### src/rtl/box_reporter.sv
// rtl/box_reporter.sv - snapshots the bounding-box bank at end of frame and streams it as a byte packet
//
// Ports:
//   app_clk, app_rst_n   clock and synchronous active-low reset
//   frame_done           end-of-frame strobe; box set is final on this cycle
//   boxes_in             MAX_OBJ_NUM slots of {right, left, bottom, top}, top at the LSB
//   valid_in             per-slot live flags
//   tx_data/tx_valid     packet byte stream toward the link transmitter
//   tx_ready             sink accepts the current byte
//   busy                 a packet is in flight
//   frames_dropped       saturating count of frame_done strobes ignored while busy
//
// Packet: A5, seq, N, {top, bottom, left, right} x N as 16-bit big-endian, checksum.
// The checksum is the mod-256 sum of every byte after the A5 sync byte.

module box_reporter #(
    parameter int MAX_OBJ_NUM = 15,
    parameter int COORD_BITS  = 11
) (
    input  logic                                app_clk,
    input  logic                                app_rst_n,
    input  logic                                frame_done,
    input  logic [MAX_OBJ_NUM*4*COORD_BITS-1:0] boxes_in,
    input  logic [MAX_OBJ_NUM-1:0]              valid_in,
    output logic [7:0]                          tx_data,
    output logic                                tx_valid,
    input  logic                                tx_ready,
    output logic                                busy,
    output logic [7:0]                          frames_dropped
);

    localparam int BOX_W = 4 * COORD_BITS;

    localparam logic [2:0] ST_IDLE  = 3'd0;
    localparam logic [2:0] ST_SYNC  = 3'd1;
    localparam logic [2:0] ST_SEQ   = 3'd2;
    localparam logic [2:0] ST_CNT   = 3'd3;
    localparam logic [2:0] ST_SCAN  = 3'd4;
    localparam logic [2:0] ST_BOX   = 3'd5;
    localparam logic [2:0] ST_CKSUM = 3'd6;

    logic [2:0]                          state;
    logic [MAX_OBJ_NUM*BOX_W-1:0]        snap_boxes;
    logic [MAX_OBJ_NUM-1:0]              snap_valid;
    logic [7:0]                          snap_cnt;
    logic [7:0]                          frame_seq;
    logic [7:0]                          cksum;
    logic [7:0]                          scan_idx;
    logic [2:0]                          byte_idx;

    logic                                xfer;
    logic [7:0]                          pop_cnt;
    logic [BOX_W-1:0]                    cur_box;
    logic                                cur_valid;
    logic [2:0]                          sel_byte;
    logic [COORD_BITS-1:0]               coord;
    logic [15:0]                         coord16;
    logic [7:0]                          box_byte;

    assign xfer = tx_valid && tx_ready;

    always_comb begin
        pop_cnt = 8'd0;
        for (int i = 0; i < MAX_OBJ_NUM; i++) begin
            pop_cnt = pop_cnt + 8'(valid_in[i]);
        end
    end

    // Slot mux driven by scan_idx; indices past the last slot read as empty,
    // which is what lets SCAN fall through to the checksum.
    always_comb begin
        cur_box   = '0;
        cur_valid = 1'b0;
        for (int i = 0; i < MAX_OBJ_NUM; i++) begin
            if (scan_idx == 8'(i)) begin
                cur_box   = snap_boxes[i*BOX_W +: BOX_W];
                cur_valid = snap_valid[i];
            end
        end
    end

    // Byte to load next: byte 0 when entering BOX from SCAN, otherwise the
    // one after the byte currently on the bus. Even bytes are the high half.
    always_comb begin
        sel_byte = (state == ST_BOX) ? byte_idx + 3'd1 : 3'd0;
        case (sel_byte[2:1])
            2'd0:    coord = cur_box[0*COORD_BITS +: COORD_BITS];
            2'd1:    coord = cur_box[1*COORD_BITS +: COORD_BITS];
            2'd2:    coord = cur_box[2*COORD_BITS +: COORD_BITS];
            default: coord = cur_box[3*COORD_BITS +: COORD_BITS];
        endcase
        coord16  = 16'(coord);
        box_byte = sel_byte[0] ? coord16[7:0] : coord16[15:8];
    end

    always_ff @(posedge app_clk) begin
        if (!app_rst_n) begin
            state          <= ST_IDLE;
            snap_boxes     <= '0;
            snap_valid     <= '0;
            snap_cnt       <= 8'd0;
            frame_seq      <= 8'd0;
            cksum          <= 8'd0;
            scan_idx       <= 8'd0;
            byte_idx       <= 3'd0;
            tx_data        <= 8'd0;
            tx_valid       <= 1'b0;
            busy           <= 1'b0;
            frames_dropped <= 8'd0;
        end else begin
            if (frame_done && state != ST_IDLE && frames_dropped != 8'hFF) begin
                frames_dropped <= frames_dropped + 8'd1;
            end

            case (state)
                ST_IDLE: begin
                    if (frame_done) begin
                        snap_boxes <= boxes_in;
                        snap_valid <= valid_in;
                        snap_cnt   <= pop_cnt;
                        tx_data    <= 8'hA5;
                        tx_valid   <= 1'b1;
                        busy       <= 1'b1;
                        state      <= ST_SYNC;
                    end
                end
                ST_SYNC: begin
                    if (xfer) begin
                        tx_data <= frame_seq;
                        cksum   <= 8'd0;
                        state   <= ST_SEQ;
                    end
                end
                ST_SEQ: begin
                    if (xfer) begin
                        cksum   <= cksum + tx_data;
                        tx_data <= snap_cnt;
                        state   <= ST_CNT;
                    end
                end
                ST_CNT: begin
                    if (xfer) begin
                        cksum    <= cksum + tx_data;
                        tx_valid <= 1'b0;
                        scan_idx <= 8'd0;
                        state    <= ST_SCAN;
                    end
                end
                ST_SCAN: begin
                    if (scan_idx >= 8'(MAX_OBJ_NUM)) begin
                        tx_data  <= cksum;
                        tx_valid <= 1'b1;
                        state    <= ST_CKSUM;
                    end else if (cur_valid) begin
                        byte_idx <= 3'd0;
                        tx_data  <= box_byte;
                        tx_valid <= 1'b1;
                        state    <= ST_BOX;
                    end else begin
                        scan_idx <= scan_idx + 8'd1;
                    end
                end
                ST_BOX: begin
                    if (xfer) begin
                        cksum <= cksum + tx_data;
                        if (byte_idx == 3'd7) begin
                            tx_valid <= 1'b0;
                            scan_idx <= scan_idx + 8'd1;
                            state    <= ST_SCAN;
                        end else begin
                            byte_idx <= byte_idx + 3'd1;
                            tx_data  <= box_byte;
                        end
                    end
                end
                ST_CKSUM: begin
                    if (xfer) begin
                        tx_valid  <= 1'b0;
                        busy      <= 1'b0;
                        frame_seq <= frame_seq + 8'd1;
                        state     <= ST_IDLE;
                    end
                end
                default: begin
                    tx_valid <= 1'b0;
                    busy     <= 1'b0;
                    state    <= ST_IDLE;
                end
            endcase
        end
    end

endmodule

### config.mk
export PLATFORM = sky130hd
export DESIGN_NAME = box_reporter
export DESIGN_NICKNAME = d
export VERILOG_FILES = /design/src/rtl/box_reporter.sv
export SDC_FILE = /design/constraint.sdc
export NUM_CORES = 2
export LEC_CHECK = 0
export BUFFER_PORTS_ARGS = -buffer_cell sky130_fd_sc_hd__buf_2
export CORE_AREA = 4 4 269 271
export CTS_BUF_LIST = sky130_fd_sc_hd__clkbuf_8
export DETAILED_ROUTE_END_ITERATION = 8
export DIE_AREA = 0 0 273 275
export PLACE_DENSITY = 0.7
export SLEW_MARGIN = 10
export SYNTH_ARGS = -nofsm -noshare
export SYNTH_HDL_FRONTEND = slang
export SYNTH_SLANG_ARGS = --single-unit
### constraint.sdc
create_clock -name app_clk -period 4.05 [get_ports app_clk]
set_clock_uncertainty 0.15 [all_clocks]
set_input_delay 0.2025 -clock app_clk [delete_from_list [all_inputs] [get_ports app_clk]]
set_output_delay 0.2025 -clock app_clk [all_outputs]
set_load 0.05 [all_outputs]
* Yosys cells after proc, flatten, opt, wreduce, memory -nomap -nowiden
Index checks and enable logic that the tools add are counted.
** Word-level totals
- Output and inout port bits :: 18
- Register bits after elaboration :: 731
- Word-level logic and storage cells :: 168
- Input bits :: 679
** Operators by class
- Equal/unequal tests :: 38
- Magnitude comparators :: 1
- Reduce and logical (&&, ||, !) cells :: 24
- Bitwise logic cells :: 2
- Add/sub/neg operators :: 19
- Multiplexer cells :: 72
** Operator list (count)
- $mux 44 :: 15
- $mux 8 :: 14
- $add 8x1->8 :: 7
- $eq 8x4->1 const B :: 7
- $mux 3 :: 14
- $pmux 8 s5 :: 1
- $pmux 11 s3 :: 1
- $eq 8x3->1 const B :: 4
- $add 8x1->8 const B :: 3
- $pmux 8 s3 :: 1
- $mux 1 :: 21
- $pmux 3 s7 :: 1
- $ne 2x2->1 const B :: 10
- $eq 8x2->1 const B :: 2
- $pmux 8 s2 :: 1
- $eq 3x3->1 const B :: 4
- $reduce_and 6->1 :: 2
- $add 7x1->8 :: 1
- $add 8x8->8 :: 1
- $eq 8x1->1 const B :: 1
- $ge 8x4->1 const B :: 1
- $logic_not 8->1 :: 1
- $ne 8x8->1 const B :: 1
- $reduce_and 8->1 :: 1
- other kinds (30) :: 41

* Depth between registers and ports, before layout
- Depth in word-level cells :: 21
- Gate-level depth with buffers :: 15
- Gate-level depth less buffers :: 11

* Least setup slack after synthesis
No wires, ideal clock.
- Path kind :: input to register
- From :: in valid_in[5]
- To :: reg snap_cnt[2]
- Buffers on the path :: 0
- Arrival time :: 3.360 ns
- Stages :: 10
- Required time :: 3.814 ns
- Setup time :: 0.086 ns
- Setup slack :: 0.455 ns
- Cells stage by stage :: inv_1 fa_1 fa_1 fa_1 fa_1 inv_1 fa_1 fa_1 xnor2_1 a211oi_1
** Between the ends
- Longest elaborated chain between the ends :: 10
** Ends and longest elaborated chain
- start: declaration :: RTL line 24 : input logic [MAX_OBJ_NUM-1:0] valid_in,
- $add 5x1->6 :: RTL line 65 : pop_cnt = pop_cnt + 8'(valid_in[i]);
- $add 6x1->7 :: RTL line 65
- $add 7x1->8 :: RTL line 65
- $add 8x1->8 (7 in series) :: RTL line 65
- end signal: assignment :: RTL line 120 : snap_cnt <= pop_cnt;
- end: declaration :: RTL line 45 : logic [7:0] snap_cnt;
Every way passes these cells.
A chain may end at the register's enable or synchronous reset.

* Worst setup path in the final report
- From :: reg scan_idx[3]
- To :: reg tx_data[4]
** Between the ends
- Longest elaborated chain between the ends :: 21
- Elaborated cells on any way between the ends :: 55
- Classes of those cells :: order compare: 1; eq/ne: 15; mux: 37; reduce/logical: 2
** Ends and longest elaborated chain
- start: declaration :: RTL line 48 : logic [7:0] scan_idx;
- start signal: assignment :: RTL line 160 : scan_idx <= scan_idx + 8'd1;
- start signal: assignment :: RTL line 168 : scan_idx <= scan_idx + 8'd1;
- $logic_not 8->1 :: RTL line 75 : if (scan_idx == 8'(i)) begin
- $mux 44 (15 in series) :: RTL line 75
- $pmux 11 s3 :: RTL line 86 : case (sel_byte[2:1])
- $mux 8 :: RTL line 93 : box_byte = sel_byte[0] ? coord16[7:0] : coord16[15:8];
- $mux 8, on equally long branches :: RTL line 166, 154
- $mux 8, on equally long branches :: RTL line 164, 150
- $pmux 8 s5 :: RTL line 115 : case (state)
- end signal: assignment :: RTL line 129 : tx_data <= frame_seq;
- end signal: assignment :: RTL line 137 : tx_data <= snap_cnt;
- end signal: assignment :: RTL line 172 : tx_data <= box_byte;
- end: declaration :: RTL line 25 : output logic [7:0] tx_data,
Several ways; a longest one is shown, not always the timed one. The select of a mux whose other input is x is not followed.

==> out/results.ini <==
[outcome]
status = finished, violations left
violations = setup timing

[sta]
finalHoldViolCount = 0
tightest_slew_ns = 1.249
timing.fmax_mhz = 236.8
rsz0062_at_grt = no
worst_slack_ns = -0.1731
slew_headroom_pct = 16.71
min_period_ns = 4.223
finalSetupTns_ns = -0.2128
min_period_over_period_pct = 104.3
maxSlewViolCount = 0
setup_viol = 2

[critical_path]
worstSetupPathType = reg -> reg
cp_max_fo = 12
rrSetupSlack_ns = -0.17
start_kind = register
cp.required_ns = 4.57
cp.arrival_ns = 4.74
crit_path_end_kind = register

[drt]
wirelength_mm = 206.3
drt_iter0_markers = 7086
postRouteAntennaNets = 0
drtPass1Iterations = 6
wl_per_cell_um = 29.34
vias = 45180
via_per_inst = 6.424
route.detailed.drc = 0

[final_layout]
final_cell_area_um2 = 48710
fill_cells = 5126
area_growth_pct = 46.91
layout.cells.non_filler = 7033
nets = 6690
drive_gt1_share_pct = 20.40

[floorplan]
coreArea_um2 = 69790
fp.dieW_um = 273
io_pins = 697
row_count = 97
die_area_um2 = 75080
initial_core_util_pct = 47.52
die_h_um = 275

[synth]
ys_types = 87
netlist_area_um2 = 33160
async_flop_share_pct = 0
seq_area_frac_synth_pct = 43.89
synth-edff-count = 0
synth_top_family_by_area = compound AO/OA/AOI/OAI gates
synthCells = 4523
synth_compound_area_share_pct = 25.83
synth-seq-cells = 727
synth.area.mux_share_pct = 0.2113
synthesis.nets = 5232
synth_area_per_cell_um2 = 7.331
synthXorXnorAreaFrac_pct = 0.4226
synthFlopType = dfxtp_1
yosys_warnings = 0
synth_fa_ha_area_share_pct = 1.381
synthSimpleGateAreaFrac_pct = 23.47

[placement]
hpwl_mm = 139.5
post_dp_cell_area_um2 = 39200
io_buffers = 696
gp_congestion = 1.122
place_inst = 6109

[grt]
grt_pass1_wl_mm = 289.1
track_usage_pct = 52.20
grt_pass1_vias = 43530
grt_max_degree = 142
grt_overflow_total = 0
antenna_found_initial = 28

[clocking]
postCtsSetupBuffers = 0
cts_buffer_depth = 3
clock-root-buffer = clkbuf_8
cts_tree = done
clkSinkCount = 727
clkSlewWorstSetupHoldPaths_ns = 0.07
htreeDepth = 3
clk_latency_ns = 0.83
numCtsBuffers = 114

[power]
p_leak_uw = 0.02016
ir_worst_vdd_v = 0.0003730
cellPowerDensity_nw_per_um2 = 502.8

[min_path]
holdCritPathClass = in -> reg

[flow_run]
cap_violations = 0

## power breakdown
| group | leakage (uW) | switching [uW] | internal [uW] |
|---|---|---|---|
| registers | 0.00596 | 1670 | 8520 |
| clock network | 0.00141 | 3220 | 3600 |
| logic | 0.0128 | 4860 | 2620 |
| total | 0.0202 | 9760 | 14700 |
## flip-flops by register name, summed over array words and instances (netlist names), 3 cells and up
name,flops
snap_boxes,660
snap_cnt,4
frame_seq,8
frames_dropped,8
byte_idx,3
tx_data,8
scan_idx,8
state,3
snap_valid,15
cksum,8
## worst max-delay path, stage by stage (launching register included)
cell	delay (ns)
dfxtp_1	0.79
buf_4	0.31
nor4_1	0.10
and2_1	0.31
buf_4	0.23
o2111a_1	0.13
a31oi_1	0.45
buf_4	0.23
nand3_1	0.21
nand3_1	0.36
a31oi_1	0.14
nor4_1	0.46
buf_4	0.19
o22ai_1	0.07
## final cells by class
class	count	area, um^2	share of cell area, %
Sequential cell	727	14550	29.88
Multi-Input combinational cell	3386	17070	35.05
Tap cell	940	1176	2.414
Timing Repair Buffer	1714	13220	27.13
Clock buffer	153	2106	4.323
Clock inverter	55	386.6	0.7937
Inverter	38	150.1	0.3082
Antenna cell	20	50.05	0.1027
## synthesized netlist by cell type (24+ instances only)
cell         n  area [um^2]
o221ai_1    42        367.9
a21oi_1    827         4139
nor2_1     140        525.5
a221oi_1    59        516.8
o22ai_1     60        375.4
dfxtp_1    727        14550
clkbuf_1   341         1280
nand2_1   1510         5668
a221o_1     24        240.2
o21ai_0    141        705.7
a22oi_1     43        322.8
inv_1       34        127.6
nor3_1      41        205.2
o211ai_1    39        292.8
nand3_1     54        270.3
## per-stage QoR
step / worst slack [ns] / power, uW / util, % / hold slack [ns]
floorplan: 0.4549 / 13350 / - / 0.1885
global placement: 0.1572 / 16360 / 56.16 / 0.2892
detailed placement: 0.1217 / 16420 / 56.16 / 0.2949
CTS: 0.1043 / 23550 / 69.72 / 0.02163
global route: 0.03474 / 25210 / 69.78 / 0.02720
finish: -0.1731 / 24490 / 69.80 / 0.02299
## timing repair
item,in CTS,in global routing
resized for setup,0,4
hold endpoints to repair,699,0
hold buffers,696,0
setup endpoints to repair,0,3
## cells in the final DEF (no fill, tap or decap), drive strengths merged, types with 8 or more instances in the layout
cell and instances:
o22ai 60, clkbuf 153, o21ai 145, o311ai 8, a21oi 828, dfxtp 727
fa 11, o21a 15, diode 20, nand3 54, o2111ai 8, dlygate4sd3 696
nor2b 13, a31oi 23, a211o 10, nand2 1511, o31a 8, clkinv 15
a221oi 59, nand3b 9, nand2b 15, nor2 144, inv 74, and2 9
a21o 9, or3 20, buf 1018, and3 20, a211oi 23, ha 19
o31ai 14, a221o 24, o221ai 42, nand4 17, o211ai 39, xor2 10
nor3 47, a22oi 43, a22o 8, nor4 15
## per-layer routing
layer	share of wire, %	track usage [%]	vias to the layer above
met3	13	18.75	1486
met5	0.11	1.540	-
met1	34	59.23	20780
met4	11	44.28	18
li1	-	-	18650
met2	42	78.25	4242
## kinds of logic (layout without fill, tap and decap cells)
logic type / count (synthesis) / after routing
flip-flops: 727 / 727
other: 0 / 20
AND/OR/NAND/NOR: 1902 / 1902
AO/OA/AOI/OAI: 1431 / 1431
adder cells (fa/ha/maj): 30 / 30
multiplexers: 7 / 7
buffers and inverters: 410 / 1960
XOR/XNOR: 16 / 16
## path summary, 6_finish.rpt
check | start | endpoint | cells after the start
max reg2reg | scan_idx[3]$_SDFFE_PN0P_ | tx_data[4]$_SDFFE_PN0P_ | 13
min | boxes_in[462] | snap_boxes[462]$_SDFFE_PN0P_ | 4
max | scan_idx[3]$_SDFFE_PN0P_ | tx_data[4]$_SDFFE_PN0P_ | 13
min reg2reg | snap_boxes[223]$_SDFFE_PN0P_ | snap_boxes[223]$_SDFFE_PN0P_ | 2
(Power assumes the default switching activity.)
